[src/rtl/ir_emitter_ctrl.sv]
// ir_emitter_ctrl: active IR presence detector. Emits modulated carrier bursts
// separated by dark gaps, samples the synchronised receiver at the end of each
// burst and each gap, and debounces per-frame hit/miss results into
// object_present.
//
// Ports:
//   clk            system clock, rising edge
//   reset          asynchronous, active-high
//   enable         level; 1 = run burst/gap frames
//   ir_rx_n        raw demodulated receiver output, active-low, asynchronous
//   ir_led         LED drive, 1 = LED on
//   burst_active   1 while the FSM is in BURST
//   hit_pulse      one-clock strobe, frame evaluated as a hit
//   object_present debounced detection result
//
// Build option: define IR_AMBIENT_REJECT_EN to require a dark receiver at gap
// end as part of a hit. Without it, a hit depends on the burst sample only.
module ir_emitter_ctrl #(
  parameter int unsigned CLK_FREQ       = 50_000_000,
  parameter int unsigned CARRIER_HZ     = 38_000,
  parameter int unsigned BURST_CYCLES   = 20,
  parameter int unsigned GAP_CYCLES     = 60,
  parameter int unsigned HIT_THRESHOLD  = 3,
  parameter int unsigned MISS_THRESHOLD = 3
) (
  input  logic clk,
  input  logic reset,
  input  logic enable,
  input  logic ir_rx_n,
  output logic ir_led,
  output logic burst_active,
  output logic hit_pulse,
  output logic object_present
);

  localparam int unsigned HALF_PERIOD = CLK_FREQ / (2 * CARRIER_HZ);
  localparam int unsigned BURST_LEN   = 2 * BURST_CYCLES * HALF_PERIOD;
  localparam int unsigned GAP_LEN     = 2 * GAP_CYCLES * HALF_PERIOD;
  localparam int unsigned TW          = 32;
  localparam int unsigned CW          = 4;

  typedef enum logic [1:0] {IDLE, BURST, GAP} state_t;

  state_t          state, state_d;
  logic [TW-1:0]   timer, timer_d;
  logic [TW-1:0]   phase, phase_d;
  logic [CW-1:0]   hit_cnt, hit_cnt_d;
  logic [CW-1:0]   miss_cnt, miss_cnt_d;
  logic            burst_seen, burst_seen_d;
  logic            led_d, burst_active_d, hit_pulse_d, object_present_d;
  logic            rx_meta, rx_s;
  logic            frame_hit_c;

  // Frame verdict, meaningful only on the last GAP clock.
`ifdef IR_AMBIENT_REJECT_EN
  assign frame_hit_c = burst_seen & rx_s;
`else
  assign frame_hit_c = burst_seen;
`endif

  // State, timers, counters, synchroniser and registered outputs.
  always_ff @(posedge clk or posedge reset) begin
    if (reset) begin
      state          <= IDLE;
      timer          <= '0;
      phase          <= '0;
      hit_cnt        <= '0;
      miss_cnt       <= '0;
      burst_seen     <= 1'b0;
      ir_led         <= 1'b0;
      burst_active   <= 1'b0;
      hit_pulse      <= 1'b0;
      object_present <= 1'b0;
      rx_meta        <= 1'b1;
      rx_s           <= 1'b1;
    end else begin
      state          <= state_d;
      timer          <= timer_d;
      phase          <= phase_d;
      hit_cnt        <= hit_cnt_d;
      miss_cnt       <= miss_cnt_d;
      burst_seen     <= burst_seen_d;
      ir_led         <= led_d;
      burst_active   <= burst_active_d;
      hit_pulse      <= hit_pulse_d;
      object_present <= object_present_d;
      rx_meta        <= ir_rx_n;
      rx_s           <= rx_meta;
    end
  end

  // Next-state and next-output logic; outputs are the values for the next clock.
  always_comb begin
    state_d          = state;
    timer_d          = timer;
    phase_d          = phase;
    hit_cnt_d        = hit_cnt;
    miss_cnt_d       = miss_cnt;
    burst_seen_d     = burst_seen;
    led_d            = 1'b0;
    burst_active_d   = 1'b0;
    hit_pulse_d      = 1'b0;
    object_present_d = object_present;

    case (state)
      IDLE: begin
        if (enable) begin
          state_d        = BURST;
          timer_d        = TW'(BURST_LEN - 1);
          phase_d        = TW'(HALF_PERIOD - 1);
          led_d          = 1'b1;
          burst_active_d = 1'b1;
        end
      end

      BURST: begin
        if (!enable) begin
          state_d          = IDLE;
          timer_d          = '0;
          phase_d          = '0;
          hit_cnt_d        = '0;
          miss_cnt_d       = '0;
          burst_seen_d     = 1'b0;
          object_present_d = 1'b0;
        end else if (timer == '0) begin
          burst_seen_d = ~rx_s;
          state_d      = GAP;
          timer_d      = TW'(GAP_LEN - 1);
          phase_d      = '0;
        end else begin
          timer_d        = timer - TW'(1);
          burst_active_d = 1'b1;
          // Carrier toggles each time the half-period counter expires.
          if (phase == '0) begin
            led_d   = ~ir_led;
            phase_d = TW'(HALF_PERIOD - 1);
          end else begin
            led_d   = ir_led;
            phase_d = phase - TW'(1);
          end
        end
      end

      GAP: begin
        if (timer == '0) begin
          // A completed frame is always evaluated, even if enable just fell.
          if (frame_hit_c) begin
            hit_pulse_d = 1'b1;
            miss_cnt_d  = '0;
            if (hit_cnt < CW'(HIT_THRESHOLD)) hit_cnt_d = hit_cnt + CW'(1);
            if (hit_cnt_d == CW'(HIT_THRESHOLD)) object_present_d = 1'b1;
          end else begin
            hit_cnt_d = '0;
            if (miss_cnt < CW'(MISS_THRESHOLD)) miss_cnt_d = miss_cnt + CW'(1);
            if (miss_cnt_d == CW'(MISS_THRESHOLD)) object_present_d = 1'b0;
          end
          burst_seen_d = 1'b0;
          if (enable) begin
            state_d        = BURST;
            timer_d        = TW'(BURST_LEN - 1);
            phase_d        = TW'(HALF_PERIOD - 1);
            led_d          = 1'b1;
            burst_active_d = 1'b1;
          end else begin
            state_d = IDLE;
            timer_d = '0;
          end
        end else if (!enable) begin
          state_d          = IDLE;
          timer_d          = '0;
          phase_d          = '0;
          hit_cnt_d        = '0;
          miss_cnt_d       = '0;
          burst_seen_d     = 1'b0;
          object_present_d = 1'b0;
        end else begin
          timer_d = timer - TW'(1);
        end
      end

      default: begin
        state_d = IDLE;
        timer_d = '0;
        phase_d = '0;
      end
    endcase
  end

endmodule

[config.mk]
export PLATFORM = sky130hd
export DESIGN_NAME = ir_emitter_ctrl
export DESIGN_NICKNAME = d
export VERILOG_FILES = /design/src/rtl/ir_emitter_ctrl.sv
export SDC_FILE = /design/constraint.sdc
export NUM_CORES = 1
export LEC_CHECK = 0
export ABC_AREA = 1
export CORE_MARGIN = 10
export CORE_UTILIZATION = 52
export CTS_CLUSTER_SIZE = 14
export DETAILED_ROUTE_END_ITERATION = 16
export GPL_TIMING_DRIVEN = 0
export MAX_ROUTING_LAYER = met4
export PLACE_DENSITY = 0.67
export SKIP_CTS_REPAIR_TIMING = 1
export SYNTH_ARGS = -nofsm -noshare
export SYNTH_HDL_FRONTEND = slang
export SYNTH_SLANG_ARGS = --single-unit
[constraint.sdc]
create_clock -name clk -period 7.54 [get_ports clk]
set_input_delay 1.131 -clock clk [delete_from_list [all_inputs] [get_ports clk]]
set_output_delay 1.131 -clock clk [all_outputs]
set_load 0.01 [all_outputs]
=== After elaboration in Yosys (flattened, before gate mapping) ===
Cells that the tools add are included.

* Register bits: 81
* Bits of input ports: 4
* Output and inout port bits: 4
* Word-level logic and storage cells: 97

* Add/sub/neg operators: 4
* Magnitude comparators: 2
* Equal/unequal tests: 10
* Mux-type cells: 60
* Bitwise operators: 2
* Reduce and logical (&&, ||, !) cells: 7

{| class="wikitable"
|+ Operators with widths
! cell !! number
|-
| 32-bit two-way mux || 11
|-
| 32-bit case mux with 3 select lines || 2
|-
| 32-bit zero test || 2
|-
| 32-bit by 1-bit subtractor with 32-bit output (second input constant) || 2
|-
| 4-bit two-way mux || 14
|-
| 1-bit two-way mux || 20
|-
| 4-bit case mux with 2 select lines || 2
|-
| 15-bit two-way mux || 1
|-
| 4-bit != test (second input constant) || 3
|-
| 2-bit two-way mux || 5
|-
| 3-bit AND reduction || 3
|-
| 4-bit by 1-bit adder with 4-bit output (second input constant) || 2
|-
| 4-bit by 2-bit equality test with 1-bit output (second input constant) || 2
|-
| 4-bit by 2-bit less-than comparator with 1-bit output (second input constant) || 2
|-
| 3-bit != test (second input constant) || 2
|-
| 1-bit case mux with 3 select lines || 2
|-
| 2-bit case mux with 3 select lines || 1
|-
| 1-bit case mux with 2 select lines || 2
|-
| 2-bit by 1-bit equality test with 1-bit output (second input constant) || 1
|-
| 2-bit equality test (second input constant) || 1
|-
| 2-bit zero test || 1
|-
| 2-bit != test (second input constant) || 1
|-
| 1-bit inverter || 2
|-
| 2-bit nonzero test || 1
|}

=== Longest topological paths before layout ===
Gate-level depths: netlist (run 1).

* Depth after elaboration: 10
* Depth in mapped cells: 14
* Mapped depth without buffers: 13

=== Least setup slack after synthesis (run 1) ===
No wires, ideal clock.

* Path kind: input -> register
* Start point: input enable
* End point: register timer[20]
* Setup time: 0.120 ns
* Arrival time: 2.098 ns
* Slack: 5.322 ns
* Stages on the path: 7
* Buffers on the path: 2
* Path through: clkbuf_1 > nor2_2 > inv_1 > buf_2 > nand2_1 > xor2_1 > nor2_1

* Longest elaborated chain between the ends: 3
* Elaborated cells between the ends (all ways): 5
* Those cells by class: eq/ne (1); mux (4)

{| class="wikitable"
|+ RTL lines
! what !! line !! text
|-
| start: declaration || 28 || <nowiki>input logic enable,</nowiki>
|-
| 32-bit two-way mux || 168 || <nowiki>end else if (!enable) begin</nowiki>
|-
| 32-bit two-way mux || 145 || <nowiki>if (timer == '0) begin</nowiki>
|-
| 32-bit case mux with 3 select lines || 105 || <nowiki>case (state)</nowiki>
|-
| end signal: assignment || 78 || <nowiki>timer <= timer_d;</nowiki>
|-
| end: declaration || 45 || <nowiki>logic [TW-1:0] timer, timer_d;</nowiki>
|}

Several ways; a longest one is shown, not always the timed one.
A chain may end at the register's enable or synchronous reset.

=== Worst setup path after layout (run 1) ===
* Start point: input enable
* End point: register timer[6]

The elaborated chain is that of the path after synthesis.

==> results of run 1 <==
==> flip-flops by register name (all words and copies together), names as in the netlist <==
register,flops
phase,32
burst_seen,1
object_present,1
ir_led,1
rx_meta,1
timer,32
burst_active,1
rx_s,1
state,2
hit_cnt,4
hit_pulse,1
miss_cnt,4
==> cell type report <==
type	count	area (um^2)
tap	136	170.2
sequential	81	2029
clock buffer	13	148.9
inverter	98	370.4
fill	1012	4337
clock inverter	3	40.04
buffer	18	122.6
multi-input combinational	648	3054
timing repair buffer	8	97.59
==> placed cells by master, fill, tap and decap left out, types with 2 or more instances in the layout <==
cell                              netlist  layout
sky130_fd_sc_hd__o22ai_1                9       9
sky130_fd_sc_hd__nor2_8                 2       2
sky130_fd_sc_hd__clkdlybuf4s50_1        0       7
sky130_fd_sc_hd__dfrtp_1               79      79
sky130_fd_sc_hd__clkbuf_1               5       8
sky130_fd_sc_hd__clkbuf_8               0      10
sky130_fd_sc_hd__clkinv_2               0       2
sky130_fd_sc_hd__inv_1                 96      95
sky130_fd_sc_hd__nand2_2                2       2
sky130_fd_sc_hd__nor3_1                 8       8
sky130_fd_sc_hd__o21ai_0               35      35
sky130_fd_sc_hd__nand2_1              291     291
sky130_fd_sc_hd__xnor2_1                4       4
sky130_fd_sc_hd__nor2_1               124     124
sky130_fd_sc_hd__nand3b_1               2       2
sky130_fd_sc_hd__nand3_1               70      70
sky130_fd_sc_hd__nor2_4                 3       3
sky130_fd_sc_hd__xor2_1                28      28
sky130_fd_sc_hd__o31ai_1                2       2
sky130_fd_sc_hd__buf_4                  3       3
sky130_fd_sc_hd__buf_2                  7       7
sky130_fd_sc_hd__nand2_4                4       4
sky130_fd_sc_hd__dfstp_2                2       2
sky130_fd_sc_hd__o21ai_1               10      10
sky130_fd_sc_hd__nor4_1                 3       3
sky130_fd_sc_hd__nand4_1               13      13
sky130_fd_sc_hd__a21oi_1               13      13
sky130_fd_sc_hd__ha_1                   9       9
sky130_fd_sc_hd__nor2_2                11      11
==> power by group through the flow <==
stage | combinational [mW] | clock [mW] | sequential (mW)
2_1_floorplan | 0.654 | 0 | 0.583
3_3_place_gp | 0.820 | 0 | 0.600
3_5_place_dp | 0.835 | 0 | 0.602
4_1_cts | 0.838 | 0.333 | 0.595
5_1_grt | 0.969 | 0.352 | 0.608
6_report | 0.841 | 0.326 | 0.597
==> routing by layer <==
metal  GRT usage  vias up
li1            -     2690
met1      0.2283     2485
met2      0.3379      101
met3     0.02963       22
met4     0.07933        0
met5           -        -
==> kinds of logic after synthesis <==
group | after synthesis
AND/OR/NAND/NOR | 535
flip-flops | 81
buffers and inverters | 116
adder cells (fa/ha/maj) | 9
AO/OA/AOI/OAI | 72
XOR/XNOR | 32
==> worst max-delay path: cells and delay by family <==
family	cells	cell delay, ps
buffers and inverters	3	1240
AND/OR/NAND/NOR	5	890
==> metrics by stage <==
| stage | area [um^2] | hold slack [ps] | setup slack [ps] | utilization | power, mW |
|---|---|---|---|---|---|
| finish | 6033 | 359.2 | 4583 | 0.5818 | 1.764 |
| global route | 6033 | 366.6 | 4439 | 0.5818 | 1.929 |
| CTS | 6033 | 362.9 | 4606 | 0.5818 | 1.766 |
| detailed placement | 5844 | 351.7 | 4220 | 0.5636 | 1.437 |
| global placement | 5814 | 347.2 | 2852 | 0.5607 | 1.419 |
| floorplan | 5574 | 345.2 | 4332 | - | 1.237 |
==> path summary, 6_finish.rpt <==
| path | from | end | slack, ps | depth (start not counted) |
|---|---|---|---|---|
| max in group asynchronous | reset | rx_meta | 5880 | 3 |
| worst max-delay path | enable | timer[6] | 4580 | 8 |
| worst max register to register | timer[0] | timer[22] | 5270 | 11 |
| worst min register to register | rx_meta | rx_s | 360 | 0 |
| worst min-delay path | rx_meta | rx_s | 360 | 0 |
| min in group asynchronous | reset | timer[11] | 1030 | 2 |
==> results_tabular.tex, run 1 <==
\begin{tabular}{lr}
\hline
Metric & Value \\
\hline
\multicolumn{2}{l}{\textbf{Synth}} \\
\quad Top cell types by occurrence after synthesis & sky130\_fd\_sc\_hd\_\_nand2\_1 (291), sky130\_fd\_sc\_hd\_\_nor2\_1 (124), sky130\_fd\_sc\_hd\_\_inv\_1 (96) \\
\quad Warning count from the yosys run & 0 \\
\quad Leading register cell type out of synthesis & sky130\_fd\_sc\_hd\_\_dfrtp\_1 \\
\quad Parity-gate share of the synthesized area counting xor and xnor cells & 0.05028 \\
\quad Complex-gate fraction of the synthesized area & 0.06914 \\
\quad Post-Syn Instances & 845 \\
\quad Synth Cell Area & 5574 um\^{}2 \\
\quad Adder-cell share of the synthesized area & 0.02020 \\
\quad Main combinational cell family by area after synthesis & simple AND/OR/NAND/NOR gates \\
\quad Number of flops mapped to enable cells by yosys & 0 \\
\quad Post-synthesis area per instance & 6.597 um\^{}2 \\
\quad Fraction of the yosys area taken by sequential cells & 0.3641 \\
\quad Simple logic cell fraction of the synthesized area & 0.4083 \\
\quad Asr flop ratio synth & 1.000 \\
\quad Portion of netlist area occupied by mux cells & 0 \\
\quad Dominant cell type by area after synthesis & sky130\_fd\_sc\_hd\_\_dfrtp\_1 \\
\quad Post-synthesis register bit count & 81 \\
\quad Post-synthesis cell type count & 36 \\
\quad Fraction of post-synthesis cell area in the top cell type by area & 0.3547 \\
\quad Post-Syn Nets & 858 \\
\quad Most numerous cell in the Yosys netlist & sky130\_fd\_sc\_hd\_\_nand2\_1 \\
\quad Synth area leaders & sky130\_fd\_sc\_hd\_\_dfrtp\_1 (35\%), sky130\_fd\_sc\_hd\_\_nand2\_1 (20\%), sky130\_fd\_sc\_hd\_\_nor2\_1 (8.4\%), sky130\_fd\_sc\_hd\_\_inv\_1 (6.5\%), sky130\_fd\_sc\_hd\_\_nand3\_1 (6.3\%) \\
\multicolumn{2}{l}{\textbf{Floorplan}} \\
\quad Initial standard-cell utilization of the core & 0.5375 \\
\quad Number of top-level pins & 8 \\
\quad Total Die Area & 15,260 um\^{}2 \\
\quad Overall die height & 123.5 um \\
\quad Row Count & 37 \\
\quad Width of the die & 123.5 um \\
\quad Core box area & 10,370 um\^{}2 \\
\multicolumn{2}{l}{\textbf{Drt}} \\
\quad Top Metal Used & met4 \\
\quad TritonRoute pass-1 iters & 6 \\
\quad Vias & 5,298 \\
\quad Number of routed nets with antenna violations & 0 \\
\quad Avg Vias per Cell & 5.272 \\
\quad M1 wire length & 6.155 mm \\
\quad Met2 routed wirelength & 6.847 mm \\
\quad Post-route DRC violation count & 0 \\
\quad Final routed wirelength across all metal layers & 13.78 mm \\
\quad Average wire per cell in the routed design & 13.71 um \\
\quad Detailed route wirelength on metal3 & 475 um \\
\quad Initial drt markers & 402 \\
\multicolumn{2}{l}{\textbf{Clock network}} \\
\quad Number of clock sinks & 81 \\
\quad Number of buffers on the longest clock path & 2 \\
\quad Number of buffers created by CTS & 9 \\
\quad Clock latency of the later-clocked register in the worst-skew pair & 380 ps \\
\quad Clock tree root buffer cell & sky130\_fd\_sc\_hd\_\_clkbuf\_8 \\
\quad TritonCTS clock tree & built \\
\quad Clk slew on worst S/H paths & 80 ps \\
\quad Level count of the clock H-tree & 3 \\
\multicolumn{2}{l}{\textbf{Final layout}} \\
\quad Count of inserted antenna diode cells & 0 \\
\quad Net count of the finished layout & 877 \\
\quad Non-Filler Instances & 1,005 \\
\quad Ratio of cells with drive above 1 in the final layout & 0.06214 \\
\quad Layout area overhead & 8.238\% \\
\multicolumn{2}{l}{\textbf{Global route}} \\
\quad First-pass GRT wire length & 23.56 mm \\
\quad Largest net degree at the start of global routing & 67 \\
\quad Antenna violations before repair & 0 \\
\quad Via count of the first global-routing pass & 5,148 \\
\quad Leftover overflow at the end of global routing & 0 \\
\quad Aggregate global-route resource usage & 0.1977 \\
\multicolumn{2}{l}{\textbf{Setup path}} \\
\quad Critical path required time & 7860 ps \\
\quad Kind of end point of the critical path & register \\
\quad CP Class & input port to register \\
\quad Maximum fanout encountered on the critical timing path & 10 \\
\quad Delay of the slowest critical-path stage & 520 ps \\
\quad Setup crit start kind & input port \\
\quad Critical path, cell by cell & clkdlybuf4s50\_1 -> clkbuf\_1 -> nor2\_2 -> nor2\_2 -> inv\_1 -> nor2\_1 -> nand2\_1 -> nand2\_1 \\
\quad CP Data Arrival Time & 3270 ps \\
\quad Cell with the largest stage delay on the worst path & sky130\_fd\_sc\_hd\_\_clkdlybuf4s50\_1 \\
\multicolumn{2}{l}{\textbf{Power}} \\
\quad Clock power share & 0.185 \\
\quad Pleak & 3.310 nW \\
\quad Sequential group share of total power & 0.338 \\
\quad Switching Share & 0.4554 \\
\quad Net switching power of the design & 0.8034 mW \\
\quad Peak supply drop & 0.1306 mV \\
\quad Cell Int Power & 0.9607 mW \\
\quad Ratio of total power to cell area & 292.4 nW/um\^{}2 \\
\quad Part of the total power dissipated in combinational logic & 0.477 \\
\multicolumn{2}{l}{\textbf{Worst hold path}} \\
\quad Type of the tightest min-delay check & register to register \\
\multicolumn{2}{l}{\textbf{Timing}} \\
\quad Setup skew after layout & 10.12 ps \\
\quad Setup repair after global routing missed its margin & false \\
\quad Endpoints failing hold & 0 \\
\quad Max\_slew headroom & 0.5998 \\
\quad Count of pins over their slew limit & 0 \\
\quad Final period demand of the worst path & 2957 ps \\
\quad Slew @ Worst Pin & 600.4 ps \\
\quad Share of the clock period used by the worst path after layout & 0.3922 \\
\quad Setup violators final & 0 \\
\quad Peak clock frequency supported by timing & 338.2 MHz \\
\quad Setup TNS after final layout & 0 ps \\
\multicolumn{2}{l}{\textbf{Place}} \\
\quad Instance count after placement with tap cells included & 989 \\
\quad Port-buffer cells & 7 \\
\quad DP HPWL & 10.14 mm \\
\quad Final Wtd Congestion & 0.9114 \\
\multicolumn{2}{l}{\textbf{Run status}} \\
\quad Status & completed \\
\multicolumn{2}{l}{\textbf{Job}} \\
\quad MaxCap Viol Count & 0 \\
\hline
\end{tabular}
Note: power is estimated with default switching activity, not from simulation.
==> run 2: changes to the inputs <==
- PLACE_DENSITY: 0.67 -> 0.7
- clock period: 7.54 -> 2.6 ns (I/O delays scaled with it)
==> results_tabular.tex, run 2 (same netlist as run 1, synthesis figures left out) <==
\begin{tabular}{lr}
\hline
Metric & Value \\
\hline
\multicolumn{2}{l}{\textbf{Timing}} \\
\quad Share of the clock period used by the worst path after layout & 0.8876 \\
\quad Final period demand of the worst path & 2308 ps \\
\quad Count of pins over their slew limit & 0 \\
\quad Setup repair after global routing missed its margin & false \\
\quad Setup TNS after final layout & 0 ps \\
\quad Endpoints failing hold & 0 \\
\quad Slew @ Worst Pin & 615.8 ps \\
\quad Setup skew after layout & 13.67 ps \\
\quad Max\_slew headroom & 0.5895 \\
\quad Peak clock frequency supported by timing & 433.3 MHz \\
\quad Setup violators final & 0 \\
\multicolumn{2}{l}{\textbf{Clock network}} \\
\quad Number of buffers created by CTS & 9 \\
\quad Clk slew on worst S/H paths & 100 ps \\
\quad Number of clock sinks & 81 \\
\quad Number of buffers on the longest clock path & 2 \\
\quad Clock tree root buffer cell & sky130\_fd\_sc\_hd\_\_clkbuf\_8 \\
\quad Level count of the clock H-tree & 3 \\
\quad Clock latency of the later-clocked register in the worst-skew pair & 380 ps \\
\quad TritonCTS clock tree & built \\
\multicolumn{2}{l}{\textbf{Drt}} \\
\quad Final routed wirelength across all metal layers & 13.94 mm \\
\quad Post-route DRC violation count & 0 \\
\quad TritonRoute pass-1 iters & 5 \\
\quad Initial drt markers & 437 \\
\quad Average wire per cell in the routed design & 13.87 um \\
\quad Number of routed nets with antenna violations & 0 \\
\quad Avg Vias per Cell & 5.289 \\
\quad Vias & 5,315 \\
\multicolumn{2}{l}{\textbf{Power}} \\
\quad Pleak & 3.334 nW \\
\quad Ratio of total power to cell area & 893.2 nW/um\^{}2 \\
\quad Peak supply drop & 0.4395 mV \\
\multicolumn{2}{l}{\textbf{Floorplan}} \\
\quad Core box area & 10,370 um\^{}2 \\
\quad Row Count & 37 \\
\quad Width of the die & 123.5 um \\
\quad Number of top-level pins & 8 \\
\quad Initial standard-cell utilization of the core & 0.5375 \\
\quad Overall die height & 123.5 um \\
\quad Total Die Area & 15,260 um\^{}2 \\
\multicolumn{2}{l}{\textbf{Final layout}} \\
\quad Non-Filler Instances & 1,005 \\
\quad Net count of the finished layout & 877 \\
\quad Most common cell after layout, fill and taps aside & sky130\_fd\_sc\_hd\_\_nand2\_1 \\
\quad Leading cell types in the layout, fill and taps excluded & sky130\_fd\_sc\_hd\_\_nand2\_1 (291), sky130\_fd\_sc\_hd\_\_nor2\_1 (124), sky130\_fd\_sc\_hd\_\_inv\_1 (95) \\
\quad Ratio of cells with drive above 1 in the final layout & 0.06559 \\
\quad Layout area overhead & 9.630\% \\
\quad Count of inserted antenna diode cells & 0 \\
\quad Registers with the most flip-flops & phase: 32 flops, timer: 32 flops \\
\multicolumn{2}{l}{\textbf{Setup path}} \\
\quad Critical path required time & 2860 ps \\
\quad Kind of end point of the critical path & register \\
\quad Setup crit start kind & register \\
\quad CP Class & register to register \\
\quad Maximum fanout encountered on the critical timing path & 9 \\
\quad CP Data Arrival Time & 2560 ps \\
\multicolumn{2}{l}{\textbf{Global route}} \\
\quad Largest net degree at the start of global routing & 69 \\
\quad Met1 demand-to-capacity share in global routing & 0.2399 \\
\quad Most Used Layer, Global Route & met2 \\
\quad Leftover overflow at the end of global routing & 0 \\
\quad Antenna violations before repair & 0 \\
\quad Aggregate global-route resource usage & 0.1990 \\
\quad Via count of the first global-routing pass & 5,069 \\
\quad First-pass GRT wire length & 24.01 mm \\
\quad Met2 routing resource usage after global routing & 0.3329 \\
\quad Met3 global-route usage & 0.02871 \\
\multicolumn{2}{l}{\textbf{Run status}} \\
\quad Status & completed \\
\multicolumn{2}{l}{\textbf{Place}} \\
\quad Port-buffer cells & 7 \\
\quad Instance count after placement with tap cells included & 989 \\
\quad Final Wtd Congestion & 0.9379 \\
\quad DP HPWL & 10.14 mm \\
\multicolumn{2}{l}{\textbf{Job}} \\
\quad MaxCap Viol Count & 0 \\
\multicolumn{2}{l}{\textbf{Worst hold path}} \\
\quad Type of the tightest min-delay check & input port to asynchronous set/reset pin \\
\hline
\end{tabular}
run 2: stage by stage:
step | power (mW) | setup WS (ps) | hold slack, ps | utilization | instance area [um^2]
3_3_place_gp | 4.116 | -1358 | 348.2 | 0.5607 | 5814
4_1_cts | 5.447 | 283.4 | 287.5 | 0.5893 | 6111
2_1_floorplan | 3.588 | 133.2 | 345.2 | - | 5574
5_1_grt | 5.903 | 40.28 | 296.1 | 0.5893 | 6111
6_report | 5.458 | 292.3 | 276.7 | 0.5893 | 6111
3_5_place_dp | 4.187 | 1.350 | 347.2 | 0.5636 | 5844
run 2: metal layers:
metal / wire length, um / share of wire / up-vias
met5: 0 / 0 / -
met4: 298 / 0.021 / 0
met3: 505 / 0.036 / 24
met2: 6886 / 0.49 / 109
met1: 6244 / 0.45 / 2493
li1: - / - / 2689
run 2: power by group:
group | internal (mW) | switching (mW) | leakage [nW]
Sequential | 1.48 | 0.255 | 1.08
Clock | 0.735 | 0.518 | 0.122
Combinational | 0.834 | 1.63 | 2.13
run 2: worst paths after layout:
path	from	end	slack (ps)	cells after the start
worst min register to register	rx_meta	rx_s	350	0
worst max-delay path	timer[0]	timer[11]	290	11
max in group asynchronous	reset	rx_meta	1670	3
worst max register to register	timer[0]	timer[11]	290	11
worst min-delay path	reset	phase[21]	280	2
min in group clk	rx_meta	rx_s	350	0
run 2: area by class of cell:
| type | instances | area, um^2 |
|---|---|---|
| plain buffers | 18 | 122.6 |
| clock buffers | 9 | 123.9 |
| clock inverters | 7 | 142.6 |
| fillers | 976 | 4259 |
| inverters | 98 | 370.4 |
| multi-input cells | 648 | 3054 |
| flip-flops and latches | 81 | 2029 |
| well taps | 136 | 170.2 |
| repair buffers | 8 | 97.59 |
run 2: worst max-delay path, cell delays in order (launching register included):
cell and delay, ps:
sky130_fd_sc_hd__dfrtp_1 390, sky130_fd_sc_hd__inv_1 100, sky130_fd_sc_hd__ha_1 270, sky130_fd_sc_hd__nand2_4 100, sky130_fd_sc_hd__nor2_8 190, sky130_fd_sc_hd__nand2_1 90
sky130_fd_sc_hd__nor2_2 210, sky130_fd_sc_hd__nor2_1 90, sky130_fd_sc_hd__nand2_1 280, sky130_fd_sc_hd__nand2_1 160, sky130_fd_sc_hd__inv_1 230, sky130_fd_sc_hd__nor2_1 80
==> RTL edit: new RTL, config.mk and constraints of run 1 <==
Remove the register `hit_pulse`: a continuous assignment takes its place, so the output `hit_pulse` follows one clock earlier.
--- a/src/rtl/ir_emitter_ctrl.sv
+++ b/src/rtl/ir_emitter_ctrl.sv
@@ -70,5 +70,4 @@
       ir_led         <= 1'b0;
       burst_active   <= 1'b0;
-      hit_pulse      <= 1'b0;
       object_present <= 1'b0;
       rx_meta        <= 1'b1;
@@ -83,5 +82,4 @@
       ir_led         <= led_d;
       burst_active   <= burst_active_d;
-      hit_pulse      <= hit_pulse_d;
       object_present <= object_present_d;
       rx_meta        <= ir_rx_n;
@@ -89,4 +87,6 @@
     end
   end
+
+  assign hit_pulse = hit_pulse_d;
 
   // Next-state and next-output logic; outputs are the values for the next clock.
Function: no difference found for any inputs over 10 cycles, from zero or initial values and one cycle with reset high; that may be too few to reach the edited logic, so the function may still have changed.
==> RTL edit against run 1 <==
Setup slack worse by 1.1 ns; sequential cell count shrank 1; power grew 3.7%; synthesized area is 0.83% higher; synthesized cell count increased by 1.2%; final cell count rose by 0.90%; routed wire length up 1.9%; cell area up 1.0%; critical path type is now reg -> out; critical endpoint is now hit_pulse.
==> RTL edit: results <==
set metrics [dict create \
    multi_input_cells 663 \
    critPathTopFamily "simple AND/OR/NAND/NOR gates" \
    arrival_ns 2.90 \
    slew_headroom 0.601 \
    route.met3.wl_um 781 \
    place_ws_ns 3.96 \
    reg2reg_from "state[1]" \
    inverters 94 \
    rr_worst_depth 8 \
    drt_pass1_iterations 5 \
    synthTopCellsByArea "dfrtp_1 35%, nand2_1 20%, nor2_1 9.2%" \
    track_usage 0.201 \
    wl_met1_um 6930 \
    grt_pass1_wl_um 24000 \
    status "finished, final reports clean" \
    grtUsageMet3 0.0443 \
    route.met2.wl_um 6140 \
    num-nonclk-buffers 25 \
    vias 5359 \
    grt_pass1_vias 4874 \
    worstPathMaxFanout 8 \
    rrSetupSlack_ns 5.17 \
    nNetsFinal 886 \
    drive_above_1_share 0.0672 \
    seq_area_um2 2000 \
]
RTL edit: cell count changes in the layout (fill, tap and decap cells not counted), moves of 4 or more:
| cell | before | now |
|---|---|---|
| a21oi_1 | 13 | 9 |
| nand2_1 | 291 | 297 |
| nand3_2 | 0 | 7 |
| nor2_1 | 124 | 138 |
| nor2_2 | 11 | 5 |
| o22ai_1 | 9 | 4 |
| xor2_1 | 28 | 35 |
RTL edit: power groups by stage:
stage               clock network, mW  registers, mW  logic (mW)
floorplan                           0          0.581       0.674
global placement                    0          0.601       0.847
detailed placement                  0          0.602       0.862
CTS                             0.369          0.595       0.866
global route                    0.391          0.608       0.998
finish                          0.359          0.597       0.872
RTL edit: through the flow:
stage | hold WS [ns] | cell area, um2 | total power [mW] | utilization
after global placement | 0.350 | 5850 | 1.45 | 0.562
after detailed placement | 0.351 | 5870 | 1.46 | 0.564
final | 0.361 | 6090 | 1.83 | 0.585
after CTS | 0.364 | 6090 | 1.83 | 0.585
after floorplan | 0.345 | 5620 | 1.25 | -
after global routing | 0.369 | 6090 | 2.00 | 0.585
RTL edit: worst max-delay path by stage:
stage / start / to / slack [ns] / cells past startpoint
after floorplan: reset / burst_active / 4.36 / 1
after global placement: reset / phase[20] / 2.96 / 2
after detailed placement: timer[0] / hit_pulse / 3.96 / 9
after CTS: timer[0] / hit_pulse / 3.52 / 9
after global routing: timer[0] / hit_pulse / 3.33 / 9
final: timer[0] / hit_pulse / 3.51 / 9
RTL edit: logic make-up (layout without fill, tap and decap cells):
family	Yosys count	count (layout)	share of synthesized area
AOI/OAI and AO/OA	70	70	0.0686
and+or+nand+nor	547	547	0.411
xor gates and xnor gates	37	37	0.0577
buffers and inverters	112	135	0.0862
DFF	80	80	0.357
adders and majority gates	9	9	0.0200
